## src/rtl/pipe_dbg_pkg.sv

```systemverilog
// pipe_dbg_pkg: shared encodings for the pipeline halt/dump monitor
package pipe_dbg_pkg;
  localparam int REG_IDX_W = 5;
  localparam int REG_NUM_DEF = 32;
  typedef enum logic [1:0] {
    CAUSE_NONE = 2'b00,
    CAUSE_BP   = 2'b01,
    CAUSE_TO   = 2'b10
  } cause_e;
  typedef enum logic [1:0] {
    S_RUN   = 2'd0,
    S_FETCH = 2'd1,
    S_SEND  = 2'd2,
    S_DONE  = 2'd3
  } state_e;
endpackage

```

## src/rtl/pipe_bp_match.sv

```systemverilog
// pipe_bp_match: parallel PC breakpoint comparators with lowest-index priority
module pipe_bp_match #(
  parameter int PC_W = 32,
  parameter int NUM_BP = 2
) (
  input  logic                   en,
  input  logic [PC_W-1:0]        pc,
  input  logic                   pc_valid,
  input  logic [NUM_BP*PC_W-1:0] bp_addr,
  input  logic [NUM_BP-1:0]      bp_en,
  output logic                   hit,
  output logic [2:0]             hit_idx
);
  logic [NUM_BP-1:0] m;
  for (genvar i = 0; i < NUM_BP; i++) begin : g_cmp
    assign m[i] = en && pc_valid && bp_en[i] && pc == bp_addr[i*PC_W +: PC_W];
  end
  assign hit = |m;
  // scan from the top so the lowest matching index is the one left standing
  always_comb begin
    hit_idx = '0;
    for (int i = NUM_BP - 1; i >= 0; i--) hit_idx = m[i] ? 3'(i) : hit_idx;
  end
endmodule

```

## src/rtl/pipe_halt_monitor.sv

```systemverilog
// pipe_halt_monitor: halts the CPU on breakpoint/timeout, then streams out the register file
module pipe_halt_monitor
  import pipe_dbg_pkg::*;
#(
  parameter int PC_W = 32,
  parameter int NUM_BP = 2,
  parameter int CNT_W = 16,
  parameter int REG_NUM = REG_NUM_DEF,
  parameter int DATA_W = 32
) (
  input  logic                   clk,
  input  logic                   rst,
  input  logic                   en,
  input  logic [PC_W-1:0]        pc,
  input  logic                   pc_valid,
  input  logic [NUM_BP*PC_W-1:0] bp_addr,
  input  logic [NUM_BP-1:0]      bp_en,
  input  logic [CNT_W-1:0]       timeout,
  input  logic                   restart,
  output logic [REG_IDX_W-1:0]   reg_sel,
  input  logic [DATA_W-1:0]      reg_data,
  output logic                   dump_valid,
  input  logic                   dump_ready,
  output logic [DATA_W-1:0]      dump_data,
  output logic [REG_IDX_W-1:0]   dump_idx,
  output logic                   halt,
  output logic                   done,
  output logic [1:0]             halt_cause,
  output logic [2:0]             bp_hit_idx,
  output logic [CNT_W-1:0]       cycle_count
);
  state_e state, state_nx;
  logic bp_hit, to_hit, ev, last;
  logic [2:0] bp_idx;
  pipe_bp_match #(.PC_W(PC_W), .NUM_BP(NUM_BP)) u_match (
    .en(en),
    .pc(pc),
    .pc_valid(pc_valid),
    .bp_addr(bp_addr),
    .bp_en(bp_en),
    .hit(bp_hit),
    .hit_idx(bp_idx)
  );
  assign to_hit = en && timeout != '0 && cycle_count == timeout;
  assign ev = state == S_RUN && (bp_hit || to_hit);
  assign last = reg_sel == REG_IDX_W'(REG_NUM - 1);
  assign dump_idx = reg_sel;
  // state register
  always_ff @(posedge clk or posedge rst)
    if (rst) state <= S_RUN;
    else state <= state_nx;
  // next state: run until an event, then alternate fetch/send per register
  always_comb begin
    state_nx = state;
    case (state)
      S_RUN:   state_nx = ev ? S_FETCH : S_RUN;
      S_FETCH: state_nx = S_SEND;
      S_SEND:  state_nx = dump_ready ? (last ? S_DONE : S_FETCH) : S_SEND;
      S_DONE:  state_nx = restart ? S_RUN : S_DONE;
      default: state_nx = S_RUN;
    endcase
  end
  // registered outputs, cycle counter, cause capture and register walk
  always_ff @(posedge clk or posedge rst) begin
    if (rst) begin
      halt <= 1'b0;
      done <= 1'b0;
      dump_valid <= 1'b0;
      dump_data <= '0;
      reg_sel <= '0;
      halt_cause <= CAUSE_NONE;
      bp_hit_idx <= '0;
      cycle_count <= '0;
    end else begin
      halt <= state_nx != S_RUN;
      done <= state_nx == S_DONE;
      dump_valid <= state_nx == S_SEND;
      if (state == S_RUN && en && !ev && cycle_count != '1) cycle_count <= cycle_count + 1'b1;
      if (ev) begin
        halt_cause <= bp_hit ? CAUSE_BP : CAUSE_TO;
        bp_hit_idx <= bp_hit ? bp_idx : 3'd0;
        reg_sel <= '0;
      end
      if (state == S_FETCH) dump_data <= reg_sel == '0 ? '0 : reg_data;
      if (state == S_SEND && dump_ready && !last) reg_sel <= reg_sel + 1'b1;
      if (state == S_DONE && restart) begin
        cycle_count <= '0;
        halt_cause <= CAUSE_NONE;
      end
    end
  end
endmodule

```

## config.mk

```make
export PLATFORM = sky130hd
export DESIGN_NAME = pipe_halt_monitor
export DESIGN_NICKNAME = d
export VERILOG_FILES = /design/src/rtl/pipe_dbg_pkg.sv /design/src/rtl/pipe_bp_match.sv /design/src/rtl/pipe_halt_monitor.sv
export SDC_FILE = /design/constraint.sdc
export NUM_CORES = 1
export LEC_CHECK = 0
export ABC_AREA = 1
export CAP_MARGIN = 40
export CORE_ASPECT_RATIO = 1.2
export CORE_MARGIN = 5
export CORE_UTILIZATION = 44
export CTS_BUF_LIST = sky130_fd_sc_hd__clkbuf_4
export DETAILED_ROUTE_END_ITERATION = 6
export PLACE_DENSITY = 0.86
export RECOVER_POWER = 50
export SYNTH_ARGS = -nofsm -noshare
export SYNTH_HDL_FRONTEND = slang
export SYNTH_SLANG_ARGS = --single-unit
```

## constraint.sdc

```tcl
create_clock -name clk -period 3.6 [get_ports clk]
set_clock_uncertainty 0.15 [all_clocks]
set_input_delay 0.9 -clock clk [delete_from_list [all_inputs] [get_ports clk]]
set_output_delay 0.9 -clock clk [all_outputs]
set_load 0.1 [all_outputs]
```

[After elaboration in Yosys (flattened, before gate mapping)]
Cells that the tools add are included.
Word-level totals
  logic and storage cells: 62
  flip-flop bits (word level): 63
  output and inout port bits: 66
Operators by class
  muxes and demuxes: 16
  $add $sub $neg: 2
  eq/ne operators: 10
  reduce and logical (&&, ||, !) cells: 25
Operator list (count)
  $eq 32x32->1: 2
  $mux 16: 2
  $mux 32: 1
  $add 16x1->16 const B: 1
  $eq 16x16->1: 1
  $ne 16x16->1 const B: 1
  $reduce_bool 16->1: 1
  $logic_and 1x1->1: 14
  $mux 2: 6
  $mux 5: 2
  $eq 2x2->1 const B: 4
  $pmux 2 s4: 1
  $reduce_bool 2->1: 4
  $mux 3: 2
  $add 5x1->5 const B: 1
  $eq 5x5->1 const B: 1
  $logic_not 5->1: 1
  $eq 2x1->1 const B: 1
  $logic_not 1->1: 2
  $logic_not 2->1: 1
  $mux 1: 2
  $reduce_or 2->1: 1
  $logic_or 1x1->1: 1

[Logic depth before layout (Yosys ltp)]
Gate-level depths: netlist of run 1.
  depth after elaboration: 11
  mapped depth: 15
  gate-level depth less buffers: 14

[Hierarchy]
From an unflattened synthesis of run 1, not the netlist that was laid out.
Unflattened totals
  cells, all modules: 715
  area, all modules: 4566.9 sq um
Modules (own cells, without submodules)
  pipe_halt_monitor: area each 3424.5 sq um, cells each 454, instances 1, seq. area each 1576.5 sq um
  pipe_bp_match: area each 1142.3 sq um, cells each 261, instances 1, seq. area each 0.0 sq um

[Worst setup path after synthesis of run 1]
OpenSTA, ideal clock, no wires.
  path type: reg-to-reg
  start: reg cycle_count[0]
  end: reg cycle_count[0]
  setup slack: 753 ps
  buffers on the path: 1
  library setup time: 124 ps
  cell stages (with the launch flop): 12
  data arrival time: 2574 ps
  clock period less this slack: 2847 ps
  path through: dfrtp_1 > ha_1 > nand2_2 > nor3_4 > nand4_2 > nor2_2 > nand2_1 > o21ai_2 > nor2_1 > buf_2 > nand4_1 > nand2_1
On the way
  word-level cells in the longest chain between the ends: 8
  elaborated cells between the ends (all ways): 12
  those cells by class: add/sub: 1; eq/ne: 2; mux: 2; reduce/logical: 7
Ends and longest elaborated chain
  start, declared: RTL line pipe_halt_monitor.sv:30  | output logic [CNT_W-1:0] cycle_count
  start signal, assigned: RTL line pipe_halt_monitor.sv:78  | if (state == S_RUN && en && !ev && cycle_count != '1) cycle_count <= cycle_count + 1'b1;
  parallel branches: the longest is 8 deep, another holds $add 16x1->16
Several ways; the timed one is not identified. The select of a mux whose other input is x is not followed.
A chain may end at the register's enable or synchronous reset.

[Final worst setup path of run 1]
  start: in timeout[4]
  end: reg cycle_count[9]
On the way
  word-level cells in the longest chain between the ends: 9
  elaborated cells between the ends (all ways): 10
  those cells by class: eq/ne: 1; reduce/logical: 9
Ends and longest elaborated chain
  start, declared: RTL line pipe_halt_monitor.sv:18  | input logic [CNT_W-1:0] timeout,
  $reduce_bool 16->1: RTL line pipe_halt_monitor.sv:44  | assign to_hit = en && timeout != '0 && cycle_count == timeout;
  $logic_and 1x1->1: RTL line pipe_halt_monitor.sv:44
  $logic_and 1x1->1 *: RTL line pipe_halt_monitor.sv:44
  $logic_or 1x1->1 *: RTL line pipe_halt_monitor.sv:45  | assign ev = state == S_RUN && (bp_hit || to_hit);
  $logic_and 1x1->1 *: RTL line pipe_halt_monitor.sv:45
  $logic_not 1->1 *: RTL line pipe_halt_monitor.sv:78
  $logic_and 1x1->1 * (2 in a row): RTL line pipe_halt_monitor.sv:78
  $reduce_bool 2->1 (no source line) *
Every way passes the cells marked *; elsewhere a longest branch is shown, timed or not.

==> impl_results.md, run 1 <==
* Crit end category: flop
* DRC errors left at 0
* Pwr Total at 0.005100 W
* FP Rows at 39
* Final period utilization at 76.83%
* WL met1 at 5.397 mm
* CTS tree: built
* Max IR drop VDD at 0.7963 mV
* Net Switching at 0.003075 W
* Combinational share of power at 66.3%
* Clock Latency Late Sink at 380 ps
* Crit path from: timeout[4]
* Setup WS pre-CTS at 467.0 ps
* Clock share of power at 11.3%
* Starting Density at 44.31%
* Register clock-pin slew on the reported worst setup and hold paths at 110 ps
* Leakage Power at 3.245 nW
* Slew Viols, Final at 61
* Worst-Margin Slew at 1505 ps
* DR WL/cell at 14.58 um
* Yosys warns at 0
* Longest Clk Path Bufs at 2
* Area grow syn2layout at 53.55%
* WHS at 344.8 ps
* HP Class: flop to flop
* Layout cells sized above 1 at 12.29%
* Root Buffer: clkbuf_4
* Gr usage total at 23.85%
* # IOs at 218
* Hold_sp: dump_data[13]$_DFFE_PP0N_
* Filler cells at 809
* Nets at 974
* Met2 routed WL at 7.354 mm
* Sw Ratio at 60.29%
* Max layer used: met4
* CP required at 3760 ps
* Via density at 4.913
* Setup violations, final at 0
* Die W at 98.90 um
* P per Cell Area at 796.0 nW/um^2
* N_diodes at 0
* Seq cells post-synth at 61
* # Max-Cap Violations at 1
* Max incr delay on CP at 440 ps
* Global-route wire length before repair at 22.19 mm
* Total gr overflow at 0
* Worst R2R Start: state[0]$_DFF_PP0_
* Cell mode on critical path: nor2_1
* Main synth FF type: dfrtp_1
* Worst path cell trace: clkdlybuf4s50_1 > nor2_1 > nand3_1 > nor2_1 > nand2_1 > nand4_1 > nand3_1 > nor2_1 > buf_4 > nand4_1 > nand2_1
* Slew headroom at -0.3435%
* Clock sink count at 61
* DR WL met3 at 708 um
* CP max FO at 9
* Final min period at 2766 ps
* RSZ-0062 raised after global routing: false
* Crit Path Class: input port to flop
* Int Pwr at 0.002026 W
* Post-synth EDFFs at 0
* Initial DRC count at 212
* Post-synthesis sequential area ratio at 36.58%
* Status: finished with violations
* Initial DRT Pass Iterations at 5
* Antenna violations before repair at 0
* Startpoint types: input port
* Final setup margin at 834.0 ps
* Final Hold Vio Count at 0
* Core area at 9418 sq um
* Pin count of the biggest net entering global routing at 62
* Inserted Clock Buffers at 9
* Post-synth ARST share at 100.0%
* Post-synth cell types at 35
* Final Wtd Congestion at 0.8915
* Postcts setup bufs at 0
* Routed Wire Length at 13.77 mm
* Vias in the first global route at 4779
* PortBufs at 215
* Arr. time, crit path at 2930 ps
* Synth Cell Area at 4173 sq um
* Max Fclk at 361.5 MHz
* Post-cts hold buffer count at 0
* Slowest-stage cell, CP: clkdlybuf4s50_1
* Synth Instances at 608
* CTS HTree Levels at 3
* Die Area at 11540 sq um
* Die height at 116.7 um
* DP HPWL at 11.26 mm
* Post-detailed-route count of antenna-violating nets at 0
* Setup TNS at 0 ps
* Post-CTS Resized at 0
* Via count at 4643
* Flop pwr share at 22.4%
* Violated checks: max-capacitance violations, max-slew violations
* Syn avg cell area at 6.863 sq um
==> through the flow <==
step,instance area [sq um],instances,utilization (%)
global placement,6238,929,66.24
finish,6407,945,68.04
floorplan,4177,609,-
global route,6407,945,68.04
detailed placement,6246,930,66.32
CTS,6416,945,68.13
==> kinds of logic after synthesis <==
group	Yosys count	synth area share (%)
other	1	0.08987
buffers and inverters	103	10.16
AO/OA/AOI/OAI	28	3.748
adder cells (fa/ha/maj)	4	1.199
flip-flops	61	36.58
AND/OR/NAND/NOR	358	37.09
XOR/XNOR	53	11.12
==> layer usage <==
layer | vias to the layer above | global-route usage, %
li1 | 2313 | -
met1 | 2128 | 28.05
met2 | 174 | 43.37
met3 | 28 | 3.943
met4 | 0 | 9.381
met5 | - | 0
==> worst paths after layout <==
check                                             end  cells past startpoint  slack [ps]
hold / removal              dump_data[13]$_DFFE_PP0N_                      2         340
max in group asynchronous     dump_idx[4]$_DFFE_PP0P_                      3        1060
min in group asynchronous    dump_data[3]$_DFFE_PP0N_                      3        1310
setup / recovery           cycle_count[9]$_DFFE_PP0P_                     11         830
setup reg to reg            dump_data[26]$_DFFE_PP0N_                      7         880
hold reg to reg             dump_data[13]$_DFFE_PP0N_                      2         340
==> cell usage after synthesis, types with 2 or more instances <==
cell type    n  area share (%)
xnor2_1     32             6.7
o21ai_1      8            0.96
nor2_1      56             5.0
clkbuf_1    11            0.99
o22ai_1      2            0.30
inv_2        9            0.81
ha_1         4             1.2
nand2_1    192              17
buf_2        3            0.36
xor2_1      21             4.4
buf_4        7             1.3
nand3_1     74             8.9
nand4_1     18             2.7
o21ai_0     12             1.4
nand3b_1     5            0.90
nor3_1       4            0.48
inv_1       70             6.3
dfrtp_1     61              37
or2_2        3            0.45
==> worst max-delay path: cells and delay by family <==
family,cells,cell delay (ps)
buffers and inverters,2,710
AND/OR/NAND/NOR,9,1300
==> power groups by stage <==
| stage | logic [W] | registers [W] | clock network [W] |
|---|---|---|---|
| 6_report | 0.00338 | 0.00114 | 0.000579 |
| 5_1_grt | 0.00354 | 0.00118 | 0.000625 |
| 4_1_cts | 0.00340 | 0.00114 | 0.000596 |
| 3_5_place_dp | 0.00341 | 0.00115 | 0 |
| 3_3_place_gp | 0.00334 | 0.00114 | 0 |
| 2_1_floorplan | 0.000894 | 0.00281 | 0 |
==> cells in the final DEF (no fill, tap or decap), types with 2 or more instances in the layout <==
master,n
nand3b_1,5
xor2_1,21
clkbuf_2,2
nand2_1,192
nand4_1,18
xnor2_1,32
clkdlybuf4s50_1,150
inv_1,69
buf_4,67
nand3_1,74
dfrtp_1,61
o21ai_1,8
clkbuf_4,9
inv_2,9
bufinv_16,3
nor2_1,55
clkinv_1,4
nor3_1,4
o22ai_1,2
or2_2,3
o21ai_0,12
ha_1,4
nor2_2,2
conb_1,2
==> sequential cells by signal (all words and copies together) (netlist names) <==
| name | cells |
|---|---|
| bp_hit_idx | 1 |
| dump_valid | 1 |
| cycle_count | 16 |
| halt | 1 |
| halt_cause | 2 |
| dump_idx | 5 |
| state | 2 |
| done | 1 |
| dump_data | 32 |
==> final cells by class <==
cell class / instances / area, sq um / share of cell area [%]
Clock buffer: 9 / 67.56 / 1.054
Clock inverter: 6 / 102.6 / 1.601
Inverter: 80 / 300.3 / 4.687
Multi-Input combinational cell: 445 / 2228 / 34.78
Sequential cell: 61 / 1526 / 23.82
Tap cell: 123 / 153.9 / 2.402
Timing Repair Buffer: 221 / 2028 / 31.65
(Power assumes the default switching activity.)
==> run 2: changes to the inputs <==
- CORE_UTILIZATION: 44 -> 41
- PLACE_DENSITY: 0.86 -> 0.81
- clock period: 3.6 -> 2.61 ns (I/O delays scaled with it)
==> impl_results.md, run 2 (synthesis results as in run 1) <==
* # IOs at 218
* Initial DRC count at 179
* DRC errors left at 0
* Net Switching at 0.004231 W
* FP Rows at 40
* Clock sink count at 61
* Post-detailed-route count of antenna-violating nets at 0
* R2R Setup Slk at 300 ps
* Root Buffer: clkbuf_4
* Crit end category: flop
* Cell mode on critical path: nand3_1
* Slew headroom at 46.35%
* Worst r2r dst: cycle_count[9]$_DFFE_PP0P_
* RSZ-0062 raised after global routing: false
* Reg with most FFs: dump_data
* Final Wtd Congestion at 0.9559
* Global-route wire length before repair at 21.66 mm
* Gr usage total at 22.11%
* Clock Latency Late Sink at 370 ps
* Non-Filler Instances at 958
* Pin count of the biggest net entering global routing at 33
* Max Fclk at 414.1 MHz
* Worst path cell trace: clkdlybuf4s50_1 > xnor2_2 > nand4_1 > nor2_1 > nand3_1 > nand3_1 > buf_4 > nand2_2 > nand3_1 > inv_2 > nor2_1
* Status: completed
* Combinational share of power at 67.9%
* Inserted Clock Buffers at 9
* Sw Ratio at 61.37%
* DR WL/cell at 14.29 um
* Longest Clk Path Bufs at 2
* Register clock-pin slew on the reported worst setup and hold paths at 110 ps
* Most frequent cells in the layout: nand2_1, clkdlybuf4s50_1, buf_4, nand3_1, inv_1
* Slew Viols, Final at 0
* Int Pwr at 0.002663 W
* Flop pwr share at 22.8%
* Die height at 120.5 um
* # Max-Cap Violations at 0
* Die Area at 12300 sq um
* Setup violations, final at 0
* Starting Density at 41.69%
* Largest register FFs at 32
* Final period utilization at 92.53%
* Antenna violations before repair at 0
* Routed Wire Length at 13.69 mm
* Vias in the first global route at 4609
* PortBufs at 215
* Layout cells sized above 1 at 14.54%
* Leakage Power at 3.281 nW
* Nets at 983
* Crit Path Class: input port to flop
* Clock share of power at 9.3%
* N_diodes at 0
* Max IR drop VDD at 1.117 mV
* Area grow syn2layout at 55.20%
* Worst R2R Start: cycle_count[0]$_DFFE_PP0P_
* Via density at 4.837
* P per Cell Area at 1065 nW/um^2
* Hold path depth at 2
* Cells after DPL at 942
* Total gr overflow at 0
* Worst-Margin Slew at 804.7 ps
* CTS HTree Levels at 3
* Hold_sp: bp_hit_idx[0]$_DFFE_PP0P_
* Postcts setup bufs at 0
* Filler cells at 907
* Startpoint types: input port
* Via count at 4634
* Setup TNS at 0 ps
* Arr. time, crit path at 2570 ps
* Hold Path End: bp_hit_idx[0]$_DFFE_PP0P_
* Max incr delay on CP at 500 ps
* Initial DRT Pass Iterations at 4
* CTS tree: built
* CP max FO at 6
* Worst reg2reg path depth at 11
* DP HPWL at 11.31 mm
* Most common cell after layout, fill and taps aside: nand2_1
* Die W at 102.1 um
* HP Class: flop to flop
* CP required at 2760 ps
* Slowest-stage cell, CP: clkdlybuf4s50_1
* Final Hold Vio Count at 0
* Core area at 10010 sq um
* Final min period at 2415 ps
==> run 2: worst max-delay path, delay by kind of cell <==
family,cells,cell delay [ps]
and+or+nand+nor,7,970
buffers and inverters,3,680
xor gates and xnor gates,1,260
==> run 2: power by group through the flow <==
stage	combinational (W)	clock (W)	sequential (W)
floorplan	0.00123	0	0.00389
global placement	0.00464	0	0.00157
detailed placement	0.00471	0	0.00158
CTS	0.00471	0.000672	0.00157
global route	0.00490	0.000724	0.00163
finish	0.00468	0.000643	0.00157
==> run 2: final cells by class <==
cell class	instances	area (sq um)	area share (%)
multi-input cells	445	2243	34.64
inverters	80	300.3	4.637
clock buffers	11	82.58	1.275
repair buffers	230	2108	32.55
clock inverters	5	51.30	0.7921
well taps	126	157.7	2.434
flip-flops and latches	61	1533	23.67
==> run 2: what timing repair did <==
item                                    CTS  global route
hold buffers                              0             0
gates resized for setup                   0             4
endpoints found under the setup margin    0            17
==> run 2: per-stage QoR <==
stage	worst slack [ps]	power, W	area (sq um)	hold WS (ps)	utilization [%]
2_1_floorplan	0.4774	0.005120	4183	442.0	-
3_3_place_gp	-465.3	0.006218	6341	313.8	63.35
3_5_place_dp	-317.8	0.006291	6349	317.0	63.43
4_1_cts	105.4	0.006957	6482	345.0	64.76
5_1_grt	16.69	0.007246	6476	363.4	64.70
6_report	195.1	0.006895	6476	339.1	64.70
==> run 2: worst max-delay path by stage <==
| stage | to | cells after the start | slack [ps] | start |
|---|---|---|---|---|
| after detailed placement | cycle_count[12]$_DFFE_PP0P_ | 12 | -320 | timeout[1] |
| after CTS | cycle_count[12]$_DFFE_PP0P_ | 11 | 110 | timeout[13] |
| after global placement | cycle_count[3]$_DFFE_PP0P_ | 14 | -470 | pc[21] |
| after global routing | done$_DFF_PP0_ | 14 | 20 | pc[5] |
| after floorplan | cycle_count[0]$_DFFE_PP0P_ | 10 | 0.5 | cycle_count[5]$_DFFE_PP0P_ |
| final | done$_DFF_PP0_ | 11 | 200 | pc[17] |
==> run 2: per-layer routing <==
layer / share of wire [%] / vias to the layer above / GRT usage (%)
met5: 0 / - / 0
met4: 2.5 / 0 / 7.875
met3: 5.7 / 27 / 4.155
met2: 53 / 152 / 38.58
met1: 39 / 2125 / 26.79
li1: - / 2330 / -
